`config.mk`:
```
export PLATFORM = sky130hd
export DESIGN_NAME = knn_bus_reader
export DESIGN_NICKNAME = d
export VERILOG_FILES = /design/src/rtl/knn_bus_reader.sv
export SDC_FILE = /design/constraint.sdc
export NUM_CORES = 1
export LEC_CHECK = 0
export ABC_AREA = 1
export BUFFER_PORTS_ARGS = -buffer_cell sky130_fd_sc_hd__buf_4
export CAP_MARGIN = 20
export CORE_ASPECT_RATIO = 1.75
export CORE_MARGIN = 2
export CORE_UTILIZATION = 40
export DETAILED_ROUTE_END_ITERATION = 12
export GPL_TIMING_DRIVEN = 0
export PLACE_DENSITY = 0.63
export SLEW_MARGIN = 10
export SYNTH_ARGS = -nofsm -noshare
export SYNTH_HDL_FRONTEND = slang
export SYNTH_SLANG_ARGS = --single-unit
```
`constraint.sdc`:
```
create_clock -name clk -period 2.4 [get_ports clk]
set_clock_uncertainty 0.1 [all_clocks]
set_input_delay 0.12 -clock clk [delete_from_list [all_inputs] [get_ports clk]]
set_output_delay 0.12 -clock clk [all_outputs]
set_load 0.1 [all_outputs]
```
`src/rtl/knn_bus_reader.sv`:
```
// Native-bus read initiator: fetches n_words consecutive words starting at base_addr
// and hands them downstream through a one-entry valid/ready output register.
module knn_bus_reader #(
  parameter int ADDR_W = 32,
  parameter int DATA_W = 32,
  parameter int CNT_W  = 16
) (
  input  logic                clk,
  input  logic                rst,
  input  logic                start,
  input  logic [ADDR_W-1:0]   base_addr,
  input  logic [CNT_W-1:0]    n_words,
  output logic                busy,
  output logic                done,
  output logic                m_valid,
  output logic [ADDR_W-1:0]   m_addr,
  output logic [DATA_W-1:0]   m_wdata,
  output logic [DATA_W/8-1:0] m_wstrb,
  input  logic [DATA_W-1:0]   m_rdata,
  input  logic                m_ready,
  output logic                out_valid,
  output logic [DATA_W-1:0]   out_data,
  input  logic                out_ready
);

  typedef enum logic [1:0] {
    S_IDLE,
    S_REQ,
    S_DRAIN,
    S_DONE
  } state_t;

  localparam logic [ADDR_W-1:0] ADDR_STEP = ADDR_W'(DATA_W / 8);
  localparam logic [CNT_W-1:0]  CNT_ONE   = CNT_W'(1);

  state_t              state_q, state_d;
  logic [ADDR_W-1:0]   addr_q, addr_d;
  logic [CNT_W-1:0]    cnt_q, cnt_d;
  logic                m_valid_q, m_valid_d;
  logic                out_valid_q, out_valid_d;
  logic [DATA_W-1:0]   out_data_q, out_data_d;
  logic                beat;
  logic                accept;

  always_ff @(posedge clk or negedge rst) begin
    if (!rst) begin
      state_q     <= S_IDLE;
      addr_q      <= '0;
      cnt_q       <= '0;
      m_valid_q   <= 1'b0;
      out_valid_q <= 1'b0;
      out_data_q  <= '0;
    end else begin
      state_q     <= state_d;
      addr_q      <= addr_d;
      cnt_q       <= cnt_d;
      m_valid_q   <= m_valid_d;
      out_valid_q <= out_valid_d;
      out_data_q  <= out_data_d;
    end
  end

  always_comb begin
    state_d     = state_q;
    addr_d      = addr_q;
    cnt_d       = cnt_q;
    m_valid_d   = m_valid_q;
    out_valid_d = out_valid_q;
    out_data_d  = out_data_q;

    accept = out_valid_q & out_ready;
    beat   = (state_q == S_REQ) & m_valid_q & m_ready;

    // A load in the same cycle as an accept wins, so out_valid stays high.
    if (accept) begin
      out_valid_d = 1'b0;
    end
    if (beat) begin
      out_valid_d = 1'b1;
      out_data_d  = m_rdata;
    end

    case (state_q)
      S_IDLE: begin
        if (start) begin
          if (n_words != '0) begin
            addr_d    = base_addr;
            cnt_d     = n_words;
            m_valid_d = 1'b1;
            state_d   = S_REQ;
          end else begin
            state_d = S_DONE;
          end
        end
      end
      S_REQ: begin
        if (beat) begin
          m_valid_d = 1'b0;
          addr_d    = addr_q + ADDR_STEP;
          cnt_d     = cnt_q - CNT_ONE;
          if (cnt_q == CNT_ONE) begin
            state_d = S_DRAIN;
          end
        end else if (!m_valid_q && (!out_valid_q || out_ready)) begin
          // Only issue when the word already fetched cannot be overwritten.
          m_valid_d = 1'b1;
        end
      end
      S_DRAIN: begin
        if (accept) begin
          state_d = S_DONE;
        end
      end
      S_DONE: begin
        state_d = S_IDLE;
      end
      default: begin
        state_d = S_IDLE;
      end
    endcase
  end

  assign busy      = (state_q != S_IDLE);
  assign done      = (state_q == S_DONE);
  assign m_valid   = m_valid_q;
  assign m_addr    = addr_q;
  assign m_wdata   = '0;
  assign m_wstrb   = '0;
  assign out_valid = out_valid_q;
  assign out_data  = out_data_q;

endmodule
```
==> flow_summary_export.csv <==
group,metric,value,unit
clock_tree,clock_sinks,84,
cells_and_area,final_nets,1141,
timing,slew_viol_final,0,
route,first_iter_violations,234,
timing,final-setup-viol-count,0,
route,drc,0,
clock_tree,cts_root_buffer,"clkbuf_16",
yosys,synthCells,791,
floorplanning,die_h,158,um
place,gp_congestion,0.960,
global_route,grtUsageMet2,47.5,%
setup_path,crit_path_start_kind,"register",
global_route,met3_usage,4.95,%
global_route,grt_pass1_wl,27700,um
setup_path,cp-end-kind,"register",
yosys,ys_seq_elements,84,
clock_tree,cts_tree,"done",
place,dp_hpwl,13600,um
clock_tree,clock_latency,350,ps
timing,hold_slack,2.20,ps
worst_hold_path,hp-class,"primary input to register",
clock_tree,clk_path_buf_depth,2,
clock_tree,numCtsBuffers,9,
route,routed_wl,17800,um
floorplanning,ios,189,
clock_tree,htreeDepth,3,
cells_and_area,antenna_cells,0,
route,dr.pass1.iters,5,
timing,worst_pin_slew,601,ps
route,avgViaCountPerCell,4.72,
setup_path,cp.required,2530,ps
timing,rsz0062_at_grt,"false",
clock_tree,clk_pin_slew_worst_paths,70,ps
global_route,track_usage,24.8,%
timing,finalCritPeriodShare,94.4,%
global_route,grt_pass1_vias,5597,
timing,slew_headroom,60.0,%
timing,hold_viol,0,
global_route,grt.busiest_layer,"met2",
setup_path,cp.arrival,2400,ps
timing,fin_crit,2260,ps
route,vias,5787,
setup_path,cp_max_fo,7,
floorplanning,initial_core_util,40.6,%
cells_and_area,areaGrowthSynthToFinish,44.5,%
floorplanning,die-area,0.0145,mm^2
global_route,antenna_found_initial,0,
job,maxCapViolations,0,
floorplanning,placementRows,56,
floorplanning,coreArea,0.0133,mm^2
setup_path,slowest_stage,"dfrtp_1",
route,ant_nets,0,
setup_path,cp_num_buf_inv,0,
global_route,grt_max_degree,60,
yosys,syn_avg_cell_area,6.83,um^2
cells_and_area,drive_above_1_share,24.1,%
setup_path,path_cells,"ha_1 > nand3_1 > nor2_2 > nand3_1 > nand2_1 > nand3_1 > nand2_1 > nand2_1",
place,port_buffers,152,
setup_path,critical-path-top-delay-family,"simple AND/OR/NAND/NOR gates",
global_route,overflow,0,
timing,fin_setup_tns,0,ps
global_route,use_met1,24.6,%
yosys,seq_area_frac_synth,38.9,%
timing,clock.fmax,0.442,GHz
setup_path,max_stage_delay,610,ps
floorplanning,die_x,91.9,um
yosys,ys_types,24,
yosys,synthesis.area,0.00540,mm^2
yosys,ys.warnings.count,0,
setup_path,path_class,"register to register",
status,outcome,"complete, no violations",
route,post_drt_wl_per_cell,14.5,um
through the flow:
stage	setup slack [ps]	util, %	std cells	area [um^2]
after global routing	6.74	58.6	1227	7800
after floorplan	32.8	-	826	5530
after CTS	54.6	58.5	1227	7790
after detailed placement	71.8	52.0	1153	6920
after global placement	90.6	51.8	1152	6890
final	135	58.6	1227	7800
synthesized netlist by cell type:
cell type / number / area [um^2]
nand2_1: 305 / 1140
nor2_1: 121 / 454
dfrtp_1: 84 / 2100
nand3_1: 66 / 330
inv_1: 62 / 233
buf_4: 40 / 300
mux2_2: 32 / 360
o21ai_0: 26 / 130
clkbuf_1: 13 / 48.8
o21ai_1: 10 / 50.1
ha_1: 8 / 100
nand4_1: 6 / 37.5
buf_1: 3 / 11.3
buf_2: 2 / 10.0
nand3_2: 2 / 20.0
o21bai_1: 2 / 15.0
or2_2: 2 / 12.5
a21oi_1: 1 / 5.00
conb_1: 1 / 3.75
inv_2: 1 / 3.75
nand3b_1: 1 / 7.51
nor3_1: 1 / 5.00
o221ai_1: 1 / 8.76
xnor2_1: 1 / 8.76
worst paths after layout:
kind | from | end | slack [ps] | cells after the start
min | base_addr[26] | m_addr[26]$_DFFE_PN0P_ | 2 | 5
min reg2reg | m_addr[1]$_DFFE_PN0P_ | m_addr[1]$_DFFE_PN0P_ | 390 | 2
max | m_addr[2]$_DFFE_PN0P_ | m_addr[16]$_DFFE_PN0P_ | 140 | 8
min in group asynchronous | rst | m_addr[2]$_DFFE_PN0P_ | 130 | 2
max in group asynchronous | rst | out_data[13]$_DFFE_PN0P_ | 1430 | 3
max reg2reg | m_addr[2]$_DFFE_PN0P_ | m_addr[16]$_DFFE_PN0P_ | 140 | 8
sequential cells by signal, indices dropped and copies added, names as in the netlist:
signal	flops
m_addr	32
cnt_q	16
state_q	2
out_data	32
out_valid	1
m_valid	1
cell usage in the layout (no fill, tap or decap), drive strengths merged:
master	instances
mux2	32
dlygate4sd3	58
buf	199
nand3b	1
o221ai	1
dfrtp	84
nand2	305
clkinvlp	2
nand4	6
nor2	121
xnor2	1
nor3	1
or2	2
conb	36
o21ai	36
o21bai	2
ha	8
inv	68
clkbuf	21
nand3	68
a21oi	1
what timing repair did:
action / 4_1_cts / 5_1_grt
hold endpoints to repair: 125 / 0
buffers inserted: 0 / 0
setup endpoints to repair: 0 / 32
resized for setup: 0 / 10
hold buffers: 58 / 0
per-layer routing:
| layer | vias up | part of all wire [%] |
|---|---|---|
| li1 | 2918 | - |
| met1 | 2591 | 35 |
| met2 | 224 | 54 |
| met3 | 54 | 5.9 |
| met4 | 0 | 5.5 |
| met5 | - | 0 |
final cells by class:
type	count	area (um^2)
Fill cell	1286	5510
Tap cell	174	218
Timing Repair Buffer	211	1750
Clock buffer	9	225
Buffer	58	374
Multi-Input combinational cell	621	2830
Sequential cell	84	2100
Inverter	63	236
Clock inverter	7	66.3
tightest hold or removal path: stages:
cell and delay, ps:
buf_4 80, nor2_1 30, nor2_1 90, nand2_1 50, nand2_1 40
kinds of logic (layout without fill, tap and decap cells):
family | Yosys count | count (layout) | share of synthesized area [%]
and+or+nand+nor | 504 | 504 | 37.2
buffers and inverters | 121 | 348 | 11.2
DFF | 84 | 84 | 38.9
AOI/OAI and AO/OA | 40 | 40 | 3.87
muxes | 32 | 32 | 6.67
adders and majority gates | 8 | 8 | 1.85
other | 1 | 36 | 0.0694
xor gates and xnor gates | 1 | 1 | 0.162
Power is not shown: default switching activity piles up to over one toggle a cycle in this logic, so the estimate is an artifact.
